===== config.mk =====
export PLATFORM = sky130hd
export DESIGN_NAME = pong_pixel_gen_flat
export DESIGN_NICKNAME = d
export VERILOG_FILES = /design/src/rtl/pong_pixel_gen_if.sv /design/src/rtl/pong_pixel_gen.sv /design/src/flat_wrapper.sv
export SDC_FILE = /design/constraint.sdc
export NUM_CORES = 1
export LEC_CHECK = 0
export BUFFER_PORTS_ARGS = -buffer_cell sky130_fd_sc_hd__buf_2
export CELL_PAD_IN_SITES_DETAIL_PLACEMENT = 1
export CELL_PAD_IN_SITES_GLOBAL_PLACEMENT = 1
export CORE_MARGIN = 1.5
export CORE_UTILIZATION = 42
export DETAILED_ROUTE_END_ITERATION = 10
export MAX_ROUTING_LAYER = met4
export PLACE_DENSITY_LB_ADDON = 0.1
export SYNTH_ARGS = -nofsm -noshare
export SYNTH_HDL_FRONTEND = slang
export SYNTH_SLANG_ARGS = --single-unit

===== constraint.sdc =====
create_clock -name clk_25MHz -period 5.65 [get_ports clk_25MHz]
set_input_delay 0.565 -clock clk_25MHz [delete_from_list [all_inputs] [get_ports clk_25MHz]]
set_output_delay 0.565 -clock clk_25MHz [all_outputs]
set_load 0.02 [all_outputs]

===== src/rtl/pong_pixel_gen_if.sv =====
`default_nettype none
// ============================================================================
//  Module   : pong_pixel_gen_if
//  Purpose  : Pixel-side bundle between the VGA timing stage (master) and the
//             Pong pixel generator (slave).
//  Signals  : video_on, x[9:0], y[9:0], btn_up, btn_down   master -> slave
//             rgb[11:0], miss, hit_count[7:0]               slave  -> master
//  Revision : 1.0  initial release
// ============================================================================
interface pong_pixel_gen_if;
    logic        video_on;
    logic [9:0]  x;
    logic [9:0]  y;
    logic        btn_up;
    logic        btn_down;
    logic [11:0] rgb;
    logic        miss;
    logic [7:0]  hit_count;

    modport master (
        output video_on, x, y, btn_up, btn_down,
        input  rgb, miss, hit_count
    );

    modport slave (
        input  video_on, x, y, btn_up, btn_down,
        output rgb, miss, hit_count
    );
endinterface
`default_nettype wire


===== src/rtl/pong_pixel_gen.sv =====
`default_nettype none
// ============================================================================
//  Module   : pong_pixel_gen
//  Purpose  : Pong object state (paddle, ball, serve/play/miss FSM) updated
//             once per frame, plus registered 12-bit RGB for the current
//             pixel (one cycle of latency).
//  Ports    : clk_25MHz  pixel clock
//             reset      synchronous, active-low (0 = reset)
//             bus        pong_pixel_gen_if.slave: video_on, x, y, btn_up,
//                        btn_down in; rgb, miss, hit_count out
//  Revision : 1.0  initial release
// ============================================================================
module pong_pixel_gen #(
    parameter int WALL_XL  = 32,
    parameter int WALL_XR  = 39,
    parameter int PAD_XL   = 600,
    parameter int PAD_XR   = 603,
    parameter int PAD_H    = 72,
    parameter int PAD_V    = 3,
    parameter int BALL_S   = 8,
    parameter int BALL_V   = 2,
    parameter int SERVE_FR = 60
) (
    input  logic               clk_25MHz,
    input  logic               reset,
    pong_pixel_gen_if.slave    bus
);

    // 11-bit working copies so no arithmetic wraps near row 0 or column 639
    localparam logic [10:0] c_wall_xl = 11'(WALL_XL);
    localparam logic [10:0] c_wall_xr = 11'(WALL_XR);
    localparam logic [10:0] c_pad_xl  = 11'(PAD_XL);
    localparam logic [10:0] c_pad_xr  = 11'(PAD_XR);
    localparam logic [10:0] c_pad_h   = 11'(PAD_H);
    localparam logic [10:0] c_pad_v   = 11'(PAD_V);
    localparam logic [10:0] c_ball_s  = 11'(BALL_S);
    localparam logic [10:0] c_ball_v  = 11'(BALL_V);
    localparam logic [10:0] c_rows    = 11'd480;
    localparam logic [10:0] c_col_max = 11'd639;
    localparam logic [10:0] c_pad_y0  = 11'd204;
    localparam logic [10:0] c_bx0     = 11'd320 - c_ball_s / 11'd2;
    localparam logic [10:0] c_by0     = 11'd240 - c_ball_s / 11'd2;
    localparam logic [7:0]  c_srv_end = 8'(SERVE_FR - 1);

    typedef enum logic [1:0] {
        ST_SERVE = 2'd0,
        ST_PLAY  = 2'd1,
        ST_MISS  = 2'd2
    } state_t;

    state_t      state_q, state_d;
    logic [10:0] pad_y_q, pad_y_d;
    logic [10:0] bx_q, bx_d;
    logic [10:0] by_q, by_d;
    logic        dx_q, dx_d;            // 1 = moving right
    logic        dy_q, dy_d;            // 1 = moving down
    logic [7:0]  serve_cnt_q, serve_cnt_d;
    logic [7:0]  hit_count_q, hit_count_d;
    logic        miss_q, miss_d;
    logic [11:0] rgb_q, rgb_d;

    logic [10:0] w_x, w_y;
    logic        w_tick;
    logic        w_dx_play, w_dy_play, w_hit, w_exit;
    logic        w_wall, w_paddle, w_ball;

    assign w_x    = {1'b0, bus.x};
    assign w_y    = {1'b0, bus.y};
    assign w_tick = (bus.y == 10'd481) && (bus.x == 10'd0);

    // Direction updates from the floor/ceiling and left wall, evaluated on
    // the current ball position before it moves.
    assign w_dy_play = (by_q <= c_ball_v) ? 1'b1 :
                       ((by_q + c_ball_s >= c_rows - c_ball_v) ? 1'b0 : dy_q);
    assign w_dx_play = (bx_q <= c_wall_xr + c_ball_v + 11'd1) ? 1'b1 : dx_q;

    // Paddle catch window extends BALL_V past the paddle's right edge so a
    // ball stepping 2 px per frame cannot jump through the 4 px paddle.
    assign w_hit  = w_dx_play
                 && (bx_q + c_ball_s - 11'd1 >= c_pad_xl)
                 && (bx_q + c_ball_s - 11'd1 <= c_pad_xr + c_ball_v)
                 && (by_q + c_ball_s - 11'd1 >= pad_y_q)
                 && (by_q <= pad_y_q + c_pad_h - 11'd1);
    assign w_exit = (bx_q + c_ball_s - 11'd1 > c_col_max - c_ball_v);

    // Next-state logic: everything except rgb moves only on the frame tick
    always_comb begin
        state_d     = state_q;
        pad_y_d     = pad_y_q;
        bx_d        = bx_q;
        by_d        = by_q;
        dx_d        = dx_q;
        dy_d        = dy_q;
        serve_cnt_d = serve_cnt_q;
        hit_count_d = hit_count_q;
        miss_d      = 1'b0;

        if (w_tick) begin
            if (bus.btn_up && !bus.btn_down) begin
                pad_y_d = (pad_y_q > c_pad_v) ? pad_y_q - c_pad_v : 11'd0;
            end else if (bus.btn_down && !bus.btn_up) begin
                pad_y_d = (pad_y_q + c_pad_h + c_pad_v <= c_rows) ?
                          pad_y_q + c_pad_v : c_rows - c_pad_h;
            end

            case (state_q)
                ST_SERVE: begin
                    bx_d = c_bx0;
                    by_d = c_by0;
                    if (serve_cnt_q == c_srv_end) begin
                        serve_cnt_d = 8'd0;
                        dx_d        = 1'b1;
                        dy_d        = 1'b1;
                        state_d     = ST_PLAY;
                    end else begin
                        serve_cnt_d = serve_cnt_q + 8'd1;
                    end
                end
                ST_PLAY: begin
                    dy_d = w_dy_play;
                    dx_d = w_hit ? 1'b0 : w_dx_play;
                    if (w_hit) begin
                        hit_count_d = hit_count_q + 8'd1;
                    end
                    if (!w_hit && w_exit) begin
                        state_d = ST_MISS;
                        miss_d  = 1'b1;
                    end else begin
                        bx_d = dx_d ? bx_q + c_ball_v : bx_q - c_ball_v;
                        by_d = dy_d ? by_q + c_ball_v : by_q - c_ball_v;
                    end
                end
                ST_MISS: begin
                    state_d     = ST_SERVE;
                    serve_cnt_d = 8'd0;
                    bx_d        = c_bx0;
                    by_d        = c_by0;
                end
                default: begin
                    state_d = ST_SERVE;
                end
            endcase
        end
    end

    // Pixel classification and colour, priority wall > paddle > ball
    always_comb begin
        w_wall   = (w_x >= c_wall_xl) && (w_x <= c_wall_xr) && (w_y < c_rows);
        w_paddle = (w_x >= c_pad_xl) && (w_x <= c_pad_xr)
                && (w_y >= pad_y_q) && (w_y <= pad_y_q + c_pad_h - 11'd1);
        w_ball   = (state_q != ST_MISS)
                && (w_x >= bx_q) && (w_x <= bx_q + c_ball_s - 11'd1)
                && (w_y >= by_q) && (w_y <= by_q + c_ball_s - 11'd1);
        rgb_d    = 12'h000;
        if (bus.video_on) begin
            if (w_wall)        rgb_d = 12'h00F;
            else if (w_paddle) rgb_d = 12'h0F0;
            else if (w_ball)   rgb_d = 12'hF00;
            else               rgb_d = 12'h111;
        end
    end

    always_ff @(posedge clk_25MHz) begin
        if (!reset) begin
            state_q     <= ST_SERVE;
            pad_y_q     <= c_pad_y0;
            bx_q        <= c_bx0;
            by_q        <= c_by0;
            dx_q        <= 1'b1;
            dy_q        <= 1'b1;
            serve_cnt_q <= 8'd0;
            hit_count_q <= 8'd0;
            miss_q      <= 1'b0;
            rgb_q       <= 12'h000;
        end else begin
            state_q     <= state_d;
            pad_y_q     <= pad_y_d;
            bx_q        <= bx_d;
            by_q        <= by_d;
            dx_q        <= dx_d;
            dy_q        <= dy_d;
            serve_cnt_q <= serve_cnt_d;
            hit_count_q <= hit_count_d;
            miss_q      <= miss_d;
            rgb_q       <= rgb_d;
        end
    end

    assign bus.rgb       = rgb_q;
    assign bus.miss      = miss_q;
    assign bus.hit_count = hit_count_q;

endmodule
`default_nettype wire


===== src/flat_wrapper.sv =====
// flat-port wrapper written by rule: the top's interface ports become plain ports
module pong_pixel_gen_flat 
#(
    parameter int WALL_XL  = 32,
    parameter int WALL_XR  = 39,
    parameter int PAD_XL   = 600,
    parameter int PAD_XR   = 603,
    parameter int PAD_H    = 72,
    parameter int PAD_V    = 3,
    parameter int BALL_S   = 8,
    parameter int BALL_V   = 2,
    parameter int SERVE_FR = 60
)
  (clk_25MHz, reset, bus_video_on, bus_x, bus_y, bus_btn_up, bus_btn_down, bus_rgb, bus_miss, bus_hit_count);
  pong_pixel_gen_if bus_i ();
  input  logic clk_25MHz;
  input  logic reset;
  input wire logic [$bits(bus_i.video_on)-1:0] bus_video_on;
  input wire logic [$bits(bus_i.x)-1:0] bus_x;
  input wire logic [$bits(bus_i.y)-1:0] bus_y;
  input wire logic [$bits(bus_i.btn_up)-1:0] bus_btn_up;
  input wire logic [$bits(bus_i.btn_down)-1:0] bus_btn_down;
  output wire logic [$bits(bus_i.rgb)-1:0] bus_rgb;
  output wire logic [$bits(bus_i.miss)-1:0] bus_miss;
  output wire logic [$bits(bus_i.hit_count)-1:0] bus_hit_count;
  assign bus_i.video_on = bus_video_on;
  assign bus_i.x = bus_x;
  assign bus_i.y = bus_y;
  assign bus_i.btn_up = bus_btn_up;
  assign bus_i.btn_down = bus_btn_down;
  assign bus_rgb = bus_i.rgb;
  assign bus_miss = bus_i.miss;
  assign bus_hit_count = bus_i.hit_count;
  pong_pixel_gen #(.WALL_XL(WALL_XL), .WALL_XR(WALL_XR), .PAD_XL(PAD_XL), .PAD_XR(PAD_XR), .PAD_H(PAD_H), .PAD_V(PAD_V), .BALL_S(BALL_S), .BALL_V(BALL_V), .SERVE_FR(SERVE_FR)) u_core (.clk_25MHz(clk_25MHz), .reset(reset), .bus(bus_i));
endmodule

# [After elaboration in Yosys (flattened, before gate mapping)]
# Cells that the tools add are included.
[word_totals] register_bits=66 input_bits=25 out_inout_bits=21
[classes] n_addsub=15 order_cmp=21 n_eq_ne=8 n_mux=26 bitwise=2 reduce_logical=37
[ops] cell="11-bit 2-to-1 mux" count=8
[ops] cell="11-bit by 2-bit adder with 11-bit output, second input constant" count=4
[ops] cell="11-bit one-hot mux with 2 select lines" count=2
[ops] cell="10-bit by 11-bit >= comparator with 1-bit output" count=3
[ops] cell="10-bit by 11-bit <= comparator with 1-bit output" count=3
[ops] cell="11-bit by 1-bit subtractor with 11-bit output, second input constant" count=3
[ops] cell="11-bit by 2-bit subtractor with 11-bit output, second input constant" count=3
[ops] cell="11-bit by 4-bit adder with 11-bit output, second input constant" count=2
[ops] cell="1-bit logical AND" count=17
[ops] cell="8-bit by 1-bit adder with 8-bit output, second input constant" count=2
[ops] cell="8-bit 2-to-1 mux" count=2
[ops] cell="8-bit one-hot mux with 2 select lines" count=1
[ops] cell="3-bit AND reduction" count=5
[ops] cell="12-bit 2-to-1 mux" count=1
[ops] cell="11-bit by 7-bit adder with 11-bit output, second input constant" count=1
[ops] cell="11-bit by 10-bit >= comparator with 1-bit output, second input constant" count=1
[ops] cell="11-bit >= comparator" count=1
[ops] cell="11-bit by 9-bit >= comparator with 1-bit output, second input constant" count=1
[ops] cell="11-bit by 10-bit > comparator with 1-bit output, second input constant" count=1
[ops] cell="11-bit by 2-bit > comparator with 1-bit output, second input constant" count=1
[ops] cell="11-bit by 10-bit <= comparator with 1-bit output, second input constant" count=1
[ops] cell="11-bit <= comparator" count=1
[ops] cell="11-bit by 2-bit <= comparator with 1-bit output, second input constant" count=1
[ops] cell="11-bit by 6-bit <= comparator with 1-bit output, second input constant" count=1
[ops] cell="26 further kinds" count=43

# [Depth between registers and ports, before layout]
[logic_depth] ltp_word=11 mapped_depth=25 depth_no_buf=23

# [Worst setup path before layout]
# OpenSTA, ideal clock, no wires.
[synth_timing] path_kind="register to register" from="register u_core.pad_y_q[3]" to="register u_core.bx_q[10]" setup_ps=122 t_arrival_ps=5526 required_ps=5528 slack_ps=3 stages_incl_launch_ff=26 path_buffers=2 period_less_slack_ps=5647 path_cell_list="dfxtp_1 buf_6 clkbuf_1 clkinv_1 ha_1 and4bb_2 o211ai_1 nand2_1 xnor2_1 ha_1 nand4_1 o32a_1 o21a_1 nor3_1 a211oi_2 o21a_2 inv_1 ha_1 a21oi_1 o211ai_1 o41ai_1 and2b_1 o21a_1 o221ai_1 o31ai_1 a221o_1"
[synth_via] elab_chain_cells=8 word_cells_on_any_way=14 classes_between="add/sub (2); order compare (2); eq/ne (1); mux (4); reduce/logical (5)"
[synth_rtl] element="start, declared" line_no="pong_pixel_gen.sv:52" text="logic [10:0] pad_y_q, pad_y_d;"
[synth_rtl] element="start signal, assigned" line_no="pong_pixel_gen.sv:166" text="pad_y_q <= c_pad_y0;"
[synth_rtl] element="start signal, assigned" line_no="pong_pixel_gen.sv:177" text="pad_y_q <= pad_y_d;"
[synth_rtl] element="11-bit by 7-bit adder with 11-bit output" line_no="pong_pixel_gen.sv:83" text="&& (by_q <= pad_y_q + c_pad_h - 11'd1);"
[synth_rtl] element="11-bit by 1-bit subtractor with 11-bit output" line_no="pong_pixel_gen.sv:83"
[synth_rtl] element="11-bit <= comparator" line_no="pong_pixel_gen.sv:83"
[synth_rtl] element="1-bit logical AND (*)" line_no="pong_pixel_gen.sv:83"
[synth_rtl] element="1-bit 2-to-1 mux or 1-bit zero test (tied branches)" line_no="pong_pixel_gen.sv:121, pong_pixel_gen.sv:125"
[synth_rtl] element="11-bit 2-to-1 mux or 1-bit logical AND (tied branches)" line_no="pong_pixel_gen.sv:129, pong_pixel_gen.sv:125"
[synth_rtl] element="11-bit 2-to-1 mux or 2-bit != test (tied branches)"
[synth_rtl] element="11-bit one-hot mux with 2 select lines or 3-bit AND reduction (tied branches)"
[synth_rtl] element="end signal, assigned" line_no="pong_pixel_gen.sv:167" text="bx_q <= c_bx0;"
[synth_rtl] element="end signal, assigned" line_no="pong_pixel_gen.sv:178" text="bx_q <= bx_d;"
[synth_rtl] element="end, declared" line_no="pong_pixel_gen.sv:53" text="logic [10:0] bx_q, bx_d;"
# Every way passes the cells marked *; elsewhere a longest branch is shown, timed or not. The select of a mux whose other input is x is not followed.
# A chain may end at the register's enable or synchronous reset.

# [Worst setup path in the final report]
[layout_timing] from="register u_core.by_q[3]" to="register u_core.bx_q[10]"
[layout_via] elab_chain_cells=9 word_cells_on_any_way=14 classes_between="add/sub (2); order compare (2); eq/ne (1); mux (4); reduce/logical (5)"
[layout_rtl] element="start, declared" line_no="pong_pixel_gen.sv:54" text="logic [10:0] by_q, by_d;"
[layout_rtl] element="start signal, assigned" line_no="pong_pixel_gen.sv:168" text="by_q <= c_by0;"
[layout_rtl] element="start signal, assigned" line_no="pong_pixel_gen.sv:179" text="by_q <= by_d;"
[layout_rtl] element="11-bit by 4-bit adder with 11-bit output" line_no="pong_pixel_gen.sv:82" text="&& (by_q + c_ball_s - 11'd1 >= pad_y_q)"
[layout_rtl] element="11-bit by 1-bit subtractor with 11-bit output" line_no="pong_pixel_gen.sv:82"
[layout_rtl] element="11-bit >= comparator" line_no="pong_pixel_gen.sv:82"
[layout_rtl] element="1-bit logical AND" line_no="pong_pixel_gen.sv:82"
[layout_rtl] element="1-bit logical AND (*)" line_no="pong_pixel_gen.sv:83"
[layout_rtl] element="1-bit 2-to-1 mux or 1-bit zero test (tied branches)" line_no="pong_pixel_gen.sv:121, pong_pixel_gen.sv:125"
[layout_rtl] element="11-bit 2-to-1 mux or 1-bit logical AND (tied branches)" line_no="pong_pixel_gen.sv:129, pong_pixel_gen.sv:125"
[layout_rtl] element="11-bit 2-to-1 mux or 2-bit != test (tied branches)"
[layout_rtl] element="11-bit one-hot mux with 2 select lines or 3-bit AND reduction (tied branches)"
# Marks and branches as above.

==> flow_summary_export.csv <==
group,metric,value,unit
clock_tree,ctsLongestPathBuffers,2,
layout,num-nets-final,1025,
global_routing,grt_pass1_vias,7054,
synth,synthMuxAreaShare,1.80,%
sta,maxSlewViolCount,0,
drt,drc,0,
synth,synth_nets,988,
synth,yosysUniqueCellTypes,96,
layout,final_cell_area,7610,sq um
synth,synthAdderAreaFrac,19.4,%
clock_tree,clk_pin_slew,0.06,ns
clock_tree,cts_made_buffers,9,
placed_design,pre_cts_ws,-0.216,ns
synth,synth-compound-area-share,23.5,%
global_routing,grt_antenna_before_repair,0,
drt,viasPerCell,6.09,
worst_setup_path,rr_endpoint,"u_core.bx_q[10]",
sta,fin_crit_sh,95.3,%
placed_design,dpl_cell_area,7230,sq um
drt,totalWireLength,22.6,mm
global_routing,grt_pass1_wl,36.8,mm
sta,fin_ws,0.267,ns
worst_setup_path,end_kind,"flip-flop",
clock_tree,cts_root_buf,"clkbuf_16",
job,maxCapViolCount,0,
die,die_w,130,microns
outcome,status,"completed",
sta,hold_violations,0,
worst_setup_path,rr_startpoint,"u_core.by_q[3]",
power,leakage,3.18,nW
clock_tree,cts_num_sinks,58,
drt,dr_total_vias,6800,
power,max-vdd-ir-drop,0.149,mV
worst_setup_path,critPathKind,"reg -> reg",
die,io_pins,46,
layout,n_fill_cell,1948,
sta,tightest_slew,1.07,ns
synth,synth_edf_count,0,
worst_setup_path,cp-start-kind,"flip-flop",
placed_design,hpwl,17.7,mm
power,powerDensity,148,nW/um^2
synth,synth_top_family_by_area,"simple AND/OR/NAND/NOR gates",
die,coreArea,15800,sq um
drt,wl_per_cell,20.2,microns
sta,setup_viol,0,
layout,n_antenna_cell,0,
sta,rsz0062_at_grt,"false",
synth,ys_seq_elements,58,
worst_setup_path,rr_worst_depth,22,
global_routing,grt_use_total,28.7,%
hold_path,whs_path_depth,2,
hold_path,hold_class,"reg -> reg",
synth,ys_warn_count,0,
die,dieArea,17000,sq um
sta,max_freq,186,MHz
synth,synthCells,859,
die,row_count,46,
global_routing,overflow,0,
sta,period_minus_slack,5.38,ns
hold_path,min_from,"u_core.serve_cnt_q[1]",
synth,synth_xor_area_share,7.05,%
clock_tree,cts_max_level,3,
synth,yosys.area_share.simple,24.3,%
clock_tree,hold_buffers,0,
hold_path,hold_path_end,"u_core.serve_cnt_q[1]",
sta,finalClockSkew,0.00738,ns
layout,drive_gt1_share,16.0,%
synth,syn_area,6800,sq um
worst_setup_path,critPathArrivalTime,5.61,ns
synth,syn_area_per_cell,7.92,sq um
die,initial_utilization,43.0,%
placed_design,portBuffers,45,
placed_design,gp_congestion,0.920,
worst_setup_path,required,5.88,ns
synth,synth_area_leader_cell,"ha_1",
synth,netlist.area_leader.share,19.0,%
die,fp.dieH,130,microns
sta,whs,0.478,ns
worst_setup_path,ff2ff_setup_slack,0.27,ns
clock_tree,clk_latency,0.35,ns
drt,first_pass_iters,5,
drt,ant_nets,0,
synth,async_flop_share,0,%
synth,synthFlopType,"dfxtp_1",
sta,maxSlewHeadroom,28.7,%
layout,area_growth,12.0,%
global_routing,grt_max_degree,35,
worst_setup_path,path_max_fanout,11,
synth,synthTopCellsByArea,"ha_1 (19%), dfxtp_1 (17%), xnor2_1 (5.7%)",
drt,drt_iter0_drc,375,
synth,ys_seq_area_share,17.1,%
clock_tree,cts_tree,"done",
[synth_stat cells, types with 5 or more instances]
cell       count
a31oi_1        8
nand4_1       14
nor4_1        11
a221oi_1       5
o22ai_1        9
buf_2         11
nor2b_1        5
o21a_1        16
nand2b_1      12
o31a_1         5
o31ai_1        5
xnor2_1       44
buf_6          5
a21o_1        11
or3_1         13
a21oi_1       46
or2_2          5
o2111ai_1      8
xor2_1         8
a221o_1        8
buf_4          9
dfxtp_1       58
o21ai_0       35
o21ai_1        6
nand2_1       52
or4_1          5
nand3b_1       5
and3_1        14
o211ai_1       8
ha_1         103
nor3_1        26
nand3_1       39
nor2_1        66
mux2i_1       10
inv_1         50
clkbuf_1      20
[kinds of logic (layout without fill, tap and decap cells)]
group / Yosys count / after routing
fa+ha+maj: 105 / 105
mux: 12 / 12
xor+xnor: 53 / 53
buf+inv: 100 / 142
compound gates: 225 / 225
flops: 58 / 58
simple gates: 306 / 306
[layout by cell type (no fill, tap or decap), drive strengths merged, types with 29 or more instances in the layout]
cell type and instances:
dfxtp 58, nor3 29, a21oi 46, nand2 53
ha 103, nand3 39, o21ai 42, buf 73
inv 51, xnor2 44, nor2 66
[sequential cells by signal, summed over array words and instances, names as in the netlist]
register and flops:
u_core.bx_q 10, u_core.by_q 10, u_core.serve_cnt_q 8, u_core.bus.hit_count 8
u_core.bus.miss 1, u_core.dx_q 1, u_core.pad_y_q 11, u_core.state_q 2
u_core.bus.rgb 6, u_core.dy_q 1
[metrics by stage]
step	std cells	util [%]	setup TNS (ns)	power, W
finish	1117	48.1	0	0.00112
global route	1117	48.1	0	0.00116
CTS	1116	47.8	0	0.00113
detailed placement	1100	45.7	-0.216	0.000520
global placement	1100	45.7	0	0.000516
floorplan	859	-	0	0.000479
[where the power goes]
| part | switching [W] | internal [W] | total [W] |
|---|---|---|---|
| Clock | 0.000225 | 0.000389 | 0.000613 |
| Combinational | 0.0000600 | 0.0000368 | 0.0000968 |
| Sequential | 0.00000392 | 0.000410 | 0.000414 |
[area by class of cell]
type                            count  area, sq um  share of cell area [%]
Sequential cell                    58         1170                    15.4
Clock inverter                      7          101                    1.33
Clock buffer                        9          225                    2.96
Inverter                           53          199                    2.61
Multi-Input combinational cell    701         5210                    68.5
Tap cell                          216          270                    3.55
Timing Repair Buffer               73          435                    5.72
[timing repair]
item / CTS / global route
pin swaps: 0 / 2
resized for setup: 3 / 14
endpoints found under the setup margin: 1 / 2
setup buffers: 0 / 1
[worst max-delay path: stages (launching register included)]
cell and delay, ns:
dfxtp_4 0.38, ha_1 0.29, xor2_1 0.17, o31a_1 0.27, nor2_2 0.18, mux2_2 0.36, a31oi_2 0.22, xnor2_1 0.11
ha_1 0.22, a2111oi_1 0.44, a311oi_1 0.18, nand4_2 0.14, o21a_2 0.17, inv_2 0.08, ha_1 0.28, a21oi_1 0.19
o211ai_1 0.16, o41ai_2 0.36, and2b_1 0.22, o21a_1 0.21, o221ai_2 0.20, o31ai_1 0.12, a221o_1 0.32
[worst max path at each step]
stage / startpoint / to / slack [ns] / cells past startpoint
floorplan: u_core.pad_y_q[3] / u_core.bx_q[10] / 0.003 / 25
global placement: u_core.by_q[4] / u_core.bx_q[10] / 0.22 / 23
detailed placement: u_core.by_q[3] / u_core.bx_q[10] / -0.22 / 22
CTS: u_core.by_q[3] / u_core.bx_q[10] / 0.05 / 22
finish: u_core.by_q[3] / u_core.bx_q[10] / 0.27 / 22
global route: u_core.by_q[6] / u_core.bx_q[10] / 0.04 / 21
[layer usage]
metal | up-vias | track usage (%) | share of wire (%)
li1 | 3261 | - | -
met1 | 3351 | 34.9 | 45
met2 | 142 | 48.6 | 49
met3 | 46 | 4.02 | 3.3
met4 | 0 | 9.93 | 2.7
met5 | - | - | 0
No activity file was read; power rests on OpenSTA's default activity.
